===== src/rtl/instr_fetch.sv =====
// Instruction fetch sequencer: reads one instruction word per request from
// instruction memory, hands it to decode, and steers the PC register.
//
// state | meaning
// IDLE  | stopped; waits for start
// REQ   | one-cycle memory read strobe at pc_in
// WAIT  | read in flight, data will be kept
// DRAIN | read in flight after a redirect, data will be dropped
// VALID | instruction offered to decode
module instr_fetch #(
  parameter logic [15:0] FETCH_COUNT_INIT = 16'h0000
) (
  input  logic        clk,
  input  logic        reset,
  input  logic        start,
  input  logic        halt,
  input  logic [15:0] pc_in,
  output logic        pc_inc,
  output logic        pc_load,
  output logic [15:0] pc_load_val,
  input  logic        jump_req,
  input  logic [15:0] jump_addr,
  output logic        mem_rd,
  output logic [15:0] mem_addr,
  input  logic [15:0] mem_rdata,
  input  logic        mem_ack,
  output logic [15:0] ir_out,
  output logic [15:0] ir_pc,
  output logic        ir_valid,
  input  logic        ir_ready,
  output logic [15:0] fetch_count
);

  typedef enum logic [2:0] {IDLE, REQ, WAIT, DRAIN, VALID} state_t;

  state_t      state_q;
  logic [15:0] addr_q;
  logic [15:0] ir_q;
  logic [15:0] ir_pc_q;
  logic [15:0] count_q;

  always_ff @(posedge clk or negedge reset) begin
    if (!reset) begin
      state_q <= IDLE;
      addr_q  <= '0;
      ir_q    <= '0;
      ir_pc_q <= '0;
      count_q <= FETCH_COUNT_INIT;
    end else begin
      case (state_q)
        IDLE: if (start) state_q <= REQ;
        REQ: begin
          addr_q  <= pc_in;
          state_q <= jump_req ? DRAIN : WAIT;
        end
        WAIT: begin
          if (jump_req) begin
            state_q <= mem_ack ? REQ : DRAIN;
          end else if (mem_ack) begin
            ir_q    <= mem_rdata;
            ir_pc_q <= addr_q;
            state_q <= VALID;
          end
        end
        // An ack together with a new jump still retires the stale read; the
        // jump itself has already been applied through pc_load.
        DRAIN: if (mem_ack) state_q <= REQ;
        VALID: begin
          if (jump_req) begin
            state_q <= REQ;
          end else if (ir_ready) begin
            count_q <= count_q + 16'd1;
            state_q <= halt ? IDLE : REQ;
          end
        end
        default: state_q <= IDLE;
      endcase
    end
  end

  // PC strobes act within the cycle so the following REQ sees the new PC.
  assign mem_rd      = (state_q == REQ);
  assign mem_addr    = mem_rd ? pc_in : addr_q;
  assign pc_load     = jump_req && (state_q != IDLE);
  assign pc_load_val = pc_load ? jump_addr : 16'h0000;
  assign pc_inc      = (state_q == WAIT) && mem_ack && !jump_req;
  assign ir_valid    = (state_q == VALID);
  assign ir_out      = ir_q;
  assign ir_pc       = ir_pc_q;
  assign fetch_count = count_q;

endmodule


===== config.mk =====
export PLATFORM = sky130hd
export DESIGN_NAME = instr_fetch
export DESIGN_NICKNAME = d
export VERILOG_FILES = /design/src/rtl/instr_fetch.sv
export SDC_FILE = /design/constraint.sdc
export NUM_CORES = 1
export LEC_CHECK = 0
export CAP_MARGIN = 20
export CORE_MARGIN = 2
export CORE_UTILIZATION = 36
export CTS_CLUSTER_DIAMETER = 120
export CTS_CLUSTER_SIZE = 16
export DETAILED_ROUTE_END_ITERATION = 12
export PLACE_DENSITY = 0.76
export SYNTH_ARGS = -nofsm -noshare
export SYNTH_HDL_FRONTEND = slang
export SYNTH_SLANG_ARGS = --single-unit

===== constraint.sdc =====
create_clock -name clk -period 2 [get_ports clk]
set_clock_uncertainty 0.05 [all_clocks]
set_input_delay 0.3 -clock clk [delete_from_list [all_inputs] [get_ports clk]]
set_output_delay 0.3 -clock clk [all_outputs]
set_load 0.02 [all_outputs]

==> results of run 1 <==
-- power by group through the flow --
stage	clock network [W]	registers, W	logic [W]
detailed placement	0	0.00215	0.00329
CTS	0.00126	0.00213	0.00312
global placement	0	0.00213	0.00326
finish	0.00123	0.00213	0.00373
global route	0.00133	0.00222	0.00392
floorplan	0	0.00253	0.00126
-- critical path: stages (launching register included) --
cell and delay (ps):
dfrtp_1 380, inv_2 60, nor3_4 290, buf_6 200, mux2_4 320, buf_6 130
-- through the flow --
step	hold slack [ps]	power [W]	worst slack [ps]	util
2_1_floorplan	-45.59	0.003794	-21.00	-
3_5_place_dp	301.7	0.005444	-338.2	0.5800
4_1_cts	433.2	0.006509	-195.2	0.5985
5_1_grt	454.8	0.007469	-156.5	0.6317
3_3_place_gp	293.8	0.005383	-268.5	0.5800
6_report	429.1	0.007094	-62.09	0.6317
-- worst max-delay path by stage --
stage | from | to | slack [ps] | cells after the start
floorplan | state_q[2]$_DFFE_PN0P_ | pc_load_val[10] | -20 | 5
global placement | jump_req | fetch_count[12]$_DFFE_PN0P_ | -270 | 5
detailed placement | jump_req | fetch_count[5]$_DFFE_PN0P_ | -340 | 5
CTS | state_q[2]$_DFFE_PN0P_ | mem_addr[4] | -200 | 4
global route | state_q[0]$_DFFE_PN0P_ | mem_addr[11] | -160 | 5
finish | state_q[0]$_DFFE_PN0P_ | mem_addr[4] | -60 | 5
-- state kept, by name, indices dropped and copies added, names as in the netlist --
name         cells
fetch_count     16
state_q          3
addr_q          16
ir_pc           16
ir_out          16
-- layout make-up --
type,instances,area share
Sequential cell,67,0.3471
Timing Repair Buffer,170,0.3307
Multi-Input combinational cell,127,0.2471
Clock buffer,10,0.02642
Tap cell,102,0.02642
Clock inverter,6,0.01839
Inverter,5,0.003885
-- routing by layer --
metal / wire [um] / global-route usage
met1: 3259 / 0.2224
met2: 3473 / 0.2670
met3: 444 / 0.04638
met4: 85 / 0.05473
met5: 0 / 0
-- layout by cell type (no fill, tap or decap), types with 3 or more instances in the layout --
cell / Yosys / final
nand4_1: 3 / 3
and3_1: 3 / 3
buf_2: 6 / 15
buf_4: 0 / 24
mux2_2: 49 / 33
clkdlybuf4s50_1: 0 / 101
clkbuf_8: 0 / 9
and2_1: 16 / 15
nand2_1: 11 / 11
inv_1: 5 / 4
nor2_1: 8 / 6
buf_6: 1 / 25
mux2_4: 0 / 16
xnor2_1: 9 / 9
dfrtp_1: 67 / 67
o21ai_0: 3 / 3
xor2_1: 6 / 6
-- logic make-up (layout without fill, tap and decap cells) --
| group | count (synthesis) | after routing | synth area share |
|---|---|---|---|
| DFF | 67 | 67 | 0.5966 |
| xor gates and xnor gates | 15 | 15 | 0.04675 |
| muxes | 49 | 49 | 0.1963 |
| AOI/OAI and AO/OA | 7 | 7 | 0.01558 |
| buffers and inverters | 14 | 191 | 0.02404 |
| and+or+nand+nor | 55 | 55 | 0.1162 |
| adders and majority gates | 1 | 1 | 0.004452 |
-- timing repair --
action	4_1_cts	5_1_grt
buffers inserted	1	11
hold buffers	1	0
endpoints found under the hold margin	67	0
endpoints found under the setup margin	39	40
pin swaps	2	8
resized for setup	135	82
gates cloned	1	1
==> results.txt, run 1 <==
Yosys top cell area share - 0.5966
# diodes - 0
Hold WC Path Type - reg -> reg
Via count - 2211
Site Rows - 32
Period utilization - 1.031
Initial Util - 0.3675
Fill cells - 618
Ys flop type - dfrtp_1
Layout cells sized above 1 - 0.3766
Die area - 8529 um2
Worst setup SP type - flip-flop
Core area - 7647 um2
Cells after synthesis - 208
Reg clk slew, reported paths - 80 ps
CTS Buf Count - 9
CP Max Fanout - 6
Crit Reg-Reg Startpoint - state_q[0]$_DFFE_PN0P_
R2R Setup Slk - -60 ps
Final WS setup - -62.09 ps
CTS root buf - clkbuf_8
Crit path required time - 1650 ps
TritonRoute pass-1 iters - 4
Avg WL per Cell - 14.91 um
GP Congestion - 0.7983
Hold EP - fetch_count[15]$_DFFE_PN0P_
Die W - 92.35 um
Fin cells - 487
Post-synth EDFFs - 0
First-pass GRT wire length - 11250 um
Psw - 0.002443 W
Syn avg cell area - 13.51 um2
MaxCap Viol Count - 0
Antenna violations before repair - 0
Clock latency on the worst-skew pair - 330 ps
Actual slew at the worst max-slew pin - 433.0 ps
Dpl cells - 458
Port Buffers - 138
Max Fclk - 484.9 MHz
Peak VDD IR - 701.7 uV
Slew headroom - 0.7114
Residual DRC count - 0
CTS tree - done
Final #Nets - 436
Vias in the first global route - 2262
Die Y - 92.35 um
Int Pwr - 0.004651 W
Largest cells by area after synthesis - dfrtp_1 (60%), mux2_2 (20%), and2_1 (3.6%)
Area leader, netlist - dfrtp_1
Sequential share of power - 0.301
Worst R2R End - fetch_count[5]$_DFFE_PN0P_
CP Class - reg -> out
Count leader, synth - dfrtp_1
Top cells by count, synth - dfrtp_1 (67), mux2_2 (49), and2_1 (16)
Worst Hold Depth - 1
Post-route setup TNS - -900.5 ps
Drt via density - 4.540
Grt ovf - 0
Yosys warnings - 0
Synthesized area - 2810 um2
Post-synthesis register bit count - 67
Crit. End Element - primary output
Starting DRT DRC Count - 38
RSZ-0062 raised after global routing - true
PD cells - 1468 nW/um2
Failing checks - setup timing
Largest net degree at the start of global routing - 68
WL final - 7263 um
Post-synthesis cell type count - 28
Final worst path period need - 2062 ps
DP HPWL - 4951 um
Syn Nets - 264
Clock share of power - 0.173
Area of the multi-input gates - 1194 um2
Setup-failing EPs final - 17
Hold wc startpoint - fetch_count[15]$_DFFE_PN0P_
Placed cell area - 4436 um2
Worst reg-to-reg path cell count - 5
Max-slew violation count - 0
Area growth, synth to finish - 71.91%
Final Hold Viols - 0
Final instance area - 4831 um2
Register area - 1677 um2
Bufs on Longest Clock Path - 2
Arr. time, crit path - 1710 ps
I/O pin cnt - 139
Htree depth - 3
Net Sw Frac - 0.3443
Combinational Power Share - 0.526
Post-synthesis async set-or-reset flop share - 1.000
Share of the yosys chip area belonging to registers - 0.5966
Lkg Pwr - 2.185 nW
Antenna Nets Post-Route - 0
# clock sinks - 67
Status - complete, but fails checks
Overall Global Routing Usage - 0.1677
No activity file was read; power rests on OpenSTA's default activity.
==> inputs of run 2 (changes only) <==
==> constraint.sdc (replaced) <==
create_clock -name clk -period 2 [get_ports clk]
set_clock_uncertainty 0.05 [all_clocks]
set_input_delay 0.2 -clock clk [delete_from_list [all_inputs] [get_ports clk]]
set_output_delay 0.2 -clock clk [all_outputs]
set_load 0.02 [all_outputs]
==> run 2 against run 1 <==
  * The run still ends with setup timing left
  * First-iteration DRC count down 24%
  * Sequential share of layout area up 1.3 points
  * Non-clock buffer count down 10
  * Combinational power down 12%
  * Highest routed layer unchanged
==> results.txt, run 2 (synthesis gave the netlist of run 1 again) <==
Hold WC Path Type - reg -> reg
Most common cell after layout, fill and taps aside - clkdlybuf4s50_1
Hold wc startpoint - fetch_count[15]$_DFFE_PN0P_
WL final - 6952 um
Routed wl met3 - 407 um
PD cells - 1431 nW/um2
Post-route setup TNS - -26.00 ps
Worst setup SP type - flip-flop
Via count - 2203
Avg WL per Cell - 14.57 um
Clock latency on the worst-skew pair - 330 ps
Largest net degree at the start of global routing - 32
Port Buffers - 138
Die Y - 92.35 um
GP Congestion - 0.8685
MaxCap Viol Count - 0
Htree depth - 3
Worst reg-to-reg path cell count - 5
Core area - 7647 um2
Drt via density - 4.618
WL met2 - 3590 um
Grt ovf - 0
Lkg Pwr - 2.080 nW
Most frequent cells in the layout - clkdlybuf4s50_1 (101), dfrtp_1 (66), mux2_2 (41), buf_4 (22), buf_2 (19)
CTS tree - done
CP Class - reg -> reg
Initial Util - 0.3675
Period utilization - 1.013
CP Max Fanout - 3
Overall Global Routing Usage - 0.1647
Crit. End Element - flip-flop
CTS root buf - clkbuf_8
Total power - 0.006663 W
TritonRoute pass-1 iters - 4
Max-slew violation count - 0
Vias in the first global route - 2244
Layout cells sized above 1 - 0.3520
Site Rows - 32
Die W - 92.35 um
Final WS setup - -26.00 ps
Area growth, synth to finish - 65.72%
Final worst path period need - 2026 ps
CTS Buf Count - 9
DP HPWL - 5018 um
Crit path required time - 2200 ps
WL met1 - 2863 um
Final #Nets - 426
Crit Reg-Reg Startpoint - state_q[1]$_DFFE_PN0P_
Slew headroom - 0.5107
Residual DRC count - 0
I/O pin cnt - 139
Worst Hold Depth - 1
Failing checks - setup timing
Setup-failing EPs final - 1
Antenna violations before repair - 0
Peak VDD IR - 463.5 uV
RSZ-0062 raised after global routing - true
# diodes - 0
Starting DRT DRC Count - 29
Arr. time, crit path - 2230 ps
Actual slew at the worst max-slew pin - 733.9 ps
First-pass GRT wire length - 10800 um
Bufs on Longest Clock Path - 2
Final Hold Viols - 0
Die area - 8529 um2
Status - complete, but fails checks
Max Fclk - 493.6 MHz
Final instance area - 4657 um2
CP Launch Point - state_q[1]$_DFFE_PN0P_
Reg clk slew, reported paths - 70 ps
# clock sinks - 67
Antenna Nets Post-Route - 0
Placed cell area - 4425 um2
Highest routed layer - met4
==> run 2: metrics by stage <==
| stage | hold WS, ps | utilization | setup slack, ps | cells |
|---|---|---|---|---|
| after floorplan | -145.6 | - | 46.92 | 208 |
| after global placement | 234.5 | 0.5787 | -158.4 | 455 |
| after detailed placement | 255.8 | 0.5787 | -223.9 | 455 |
| after CTS | 407.0 | 0.6083 | -116.5 | 477 |
| after global routing | 409.9 | 0.6090 | -86.59 | 477 |
| final | 423.9 | 0.6090 | -26.00 | 477 |
==> run 2: layer usage <==
| layer | vias up | GRT usage |
|---|---|---|
| li1 | 1036 | - |
| met1 | 1062 | 0.2046 |
| met2 | 98 | 0.2768 |
| met3 | 7 | 0.04638 |
| met4 | 0 | 0.05597 |
| met5 | - | 0 |
==> run 2: where the power goes <==
group / internal [W] / total, W / switching, W
sequential: 0.00188 / 0.00215 / 0.000271
clock: 0.000737 / 0.00123 / 0.000490
combinational: 0.00173 / 0.00329 / 0.00156
total: 0.00434 / 0.00666 / 0.00232
==> run 2: cell type report <==
cell class | instances | area [um2]
multi-input combinational | 127 | 1146
fill | 646 | 2990
tap | 102 | 127.6
timing repair buffer | 160 | 1468
inverter | 5 | 18.77
clock buffer | 12 | 145.1
sequential | 67 | 1678
clock inverter | 4 | 73.82
==> run 2: worst max-delay path: stages, from the launching register on <==
cell	delay (ps)
dfrtp_2	450
buf_6	130
or4b_4	540
or4_4	530
nor2_4	100
xor2_1	150
==> run 2: final timing paths <==
check | end | slack, ps
worst min register to register | fetch_count[15]$_DFFE_PN0P_ | 420
max in group asynchronous | fetch_count[7]$_DFFE_PN0P_ | 840
worst max-delay path | fetch_count[5]$_DFFE_PN0P_ | -30
min in group asynchronous | ir_out[7]$_DFFE_PN0P_ | 430
worst min-delay path | fetch_count[15]$_DFFE_PN0P_ | 420
worst max register to register | fetch_count[5]$_DFFE_PN0P_ | -30
==> run 2: what timing repair did <==
| item | CTS | global route |
|---|---|---|
| gates resized for setup | 163 | 18 |
| buffers inserted | 4 | 3 |
| hold endpoints to repair | 29 | 0 |
| hold buffers | 1 | 0 |
| cloned | 1 | 0 |
| pin swaps | 0 | 3 |
| endpoints found under the setup margin | 56 | 65 |
==> inputs of run 3 (changes only) <==
--- a/config.mk
+++ b/config.mk
@@ -11,6 +11,7 @@
 export CTS_CLUSTER_DIAMETER = 120
 export CTS_CLUSTER_SIZE = 16
 export DETAILED_ROUTE_END_ITERATION = 12
+export GPL_TIMING_DRIVEN = 0
 export PLACE_DENSITY = 0.76
 export SYNTH_ARGS = -nofsm -noshare
 export SYNTH_HDL_FRONTEND = slang
==> run 3 against run 2 <==
  * Critical path depth rose by 1
  * Clock power grew 23%
  * Register-to-register slack improved by 70 ps
  * Cell count grew 1.9%
  * Largest cell class is now non-clock buffers
  * Combinational power up 16%
  * Fmax is 1.6% lower
  * Sequential power about the same
  * Global-route usage up 1.2 points
  * Setup slack got worse by 32 ps
  * Core utilization rose by 4.8 points
  * The flow still finishes with violations (setup timing)
==> results.txt, run 3 (synthesis gave the netlist of run 1 again) <==
# clock sinks - 67
Slowest stage cell, crit path - dfrtp_1
Crit. End Element - primary output
Largest net degree at the start of global routing - 68
Antenna Nets Post-Route - 0
Final Hold Viols - 0
Max Fclk - 485.8 MHz
Final core occ - 0.6572
Final #Nets - 435
MaxCap Viol Count - 0
Actual slew at the worst max-slew pin - 824.8 ps
Starting DRT DRC Count - 74
Drt via density - 4.772
Crit path required time - 1750 ps
CTS tree - done
Die area - 8529 um2
Crit-path cells - buf_8 > nor3_4 > buf_6 > buf_8 > mux2_4 > buf_6
Bufs on Longest Clock Path - 2
Failing checks - setup timing
RSZ-0062 raised after global routing - true
Final worst path period need - 2058 ps
Layout cells sized above 1 - 0.4141
Die W - 92.35 um
Core area - 7647 um2
Total power - 0.007445 W
Fin cells - 486
I/O pin cnt - 139
Status - complete, but fails checks
Worst setup SP type - flip-flop
Max-slew violation count - 0
Initial Util - 0.3675
First-pass GRT wire length - 11760 um
CTS root buf - clkbuf_8
Final WS setup - -58.41 ps
Port Buffers - 138
CP Max Fanout - 5
CP peak stage delay - 400 ps
Site Rows - 32
DP HPWL - 5039 um
Peak VDD IR - 460.1 uV
Most frequent cells in the layout - clkdlybuf4s50_1 (101), dfrtp_1 (67), buf_6 (40), mux2_2 (33), buf_4 (20)
Via count - 2319
Overall Global Routing Usage - 0.1771
Area growth, synth to finish - 78.85%
Grt ovf - 0
Dpl cells - 448
WL final - 7506 um
Avg WL per Cell - 15.44 um
CP Class - reg -> out
Reg clk slew, reported paths - 80 ps
Htree depth - 3
PD cells - 1481 nW/um2
Arr. time, crit path - 1810 ps
Setup-failing EPs final - 16
Final instance area - 5026 um2
Most common cell after layout, fill and taps aside - clkdlybuf4s50_1
Vias in the first global route - 2417
GP Congestion - 0.7367
Hold WC Path Type - in -> reg
Die Y - 92.35 um
# diodes - 0
Antenna violations before repair - 0
Clock latency on the worst-skew pair - 340 ps
Placed cell area - 4323 um2
Slew headroom - 0.4501
TritonRoute pass-1 iters - 4
Period utilization - 1.029
Residual DRC count - 0
CTS Buf Count - 9
Lkg Pwr - 2.266 nW
## run 3: final cells by class
cell class | instances | area, um2
plain buffers | 7 | 86.33
clock buffers | 10 | 137.6
clock inverters | 6 | 136.4
fillers | 607 | 2621
inverters | 5 | 18.77
multi-input cells | 127 | 1226
flip-flops and latches | 67 | 1677
well taps | 102 | 127.6
repair buffers | 162 | 1617
## run 3: routing by layer
| metal | share of wire | global-route usage | up-vias |
|---|---|---|---|
| met5 | 0 | 0 | - |
| met3 | 0.070 | 0.05777 | 12 |
| met1 | 0.40 | 0.2135 | 1141 |
| met2 | 0.51 | 0.2968 | 110 |
| met4 | 0.018 | 0.06468 | 0 |
| li1 | - | - | 1056 |
## run 3: power by group
part	internal (W)	switching (W)
registers	0.00188	0.000262
logic	0.00211	0.00169
clock network	0.000990	0.000518
## run 3: critical path, delay by kind of cell, from the launching register on
family	cells	cell delay (ps)
buf+inv	4	550
flops	1	400
mux	1	320
simple gates	1	200
## run 3: repair_timing
action / 4_1_cts / 5_1_grt
pin swaps: 8 / 26
hold endpoints to repair: 67 / 0
hold buffers: 1 / 0
cloned: 1 / 1
buffers inserted: 17 / 6
endpoints found under the setup margin: 79 / 77
resized for setup: 195 / 87
## run 3: through the flow
step	setup slack [ps]	hold WS, ps	setup TNS, ps
after global routing	-148.6	405.1	-2305
final	-58.41	415.2	-752.5
after floorplan	46.92	-145.6	0
after global placement	-1506	412.7	-134630
after CTS	-134.5	397.1	-2136
after detailed placement	-869.9	306.0	-38460
## run 3: final timing paths
check                                            start                          end  slack (ps)  cells past startpoint
max in group asynchronous                        reset  fetch_count[14]$_DFFE_PN0P_         900                      2
max reg2reg                     state_q[1]$_DFFE_PN0P_   fetch_count[5]$_DFFE_PN0P_          40                      5
max                             state_q[2]$_DFFE_PN0P_                 mem_addr[10]         -60                      6
min reg2reg                fetch_count[15]$_DFFE_PN0P_  fetch_count[15]$_DFFE_PN0P_         450                      1
min in group asynchronous                        reset        ir_out[5]$_DFFE_PN0P_         450                      2
min                                       mem_rdata[3]        ir_out[3]$_DFFE_PN0P_         420                      2
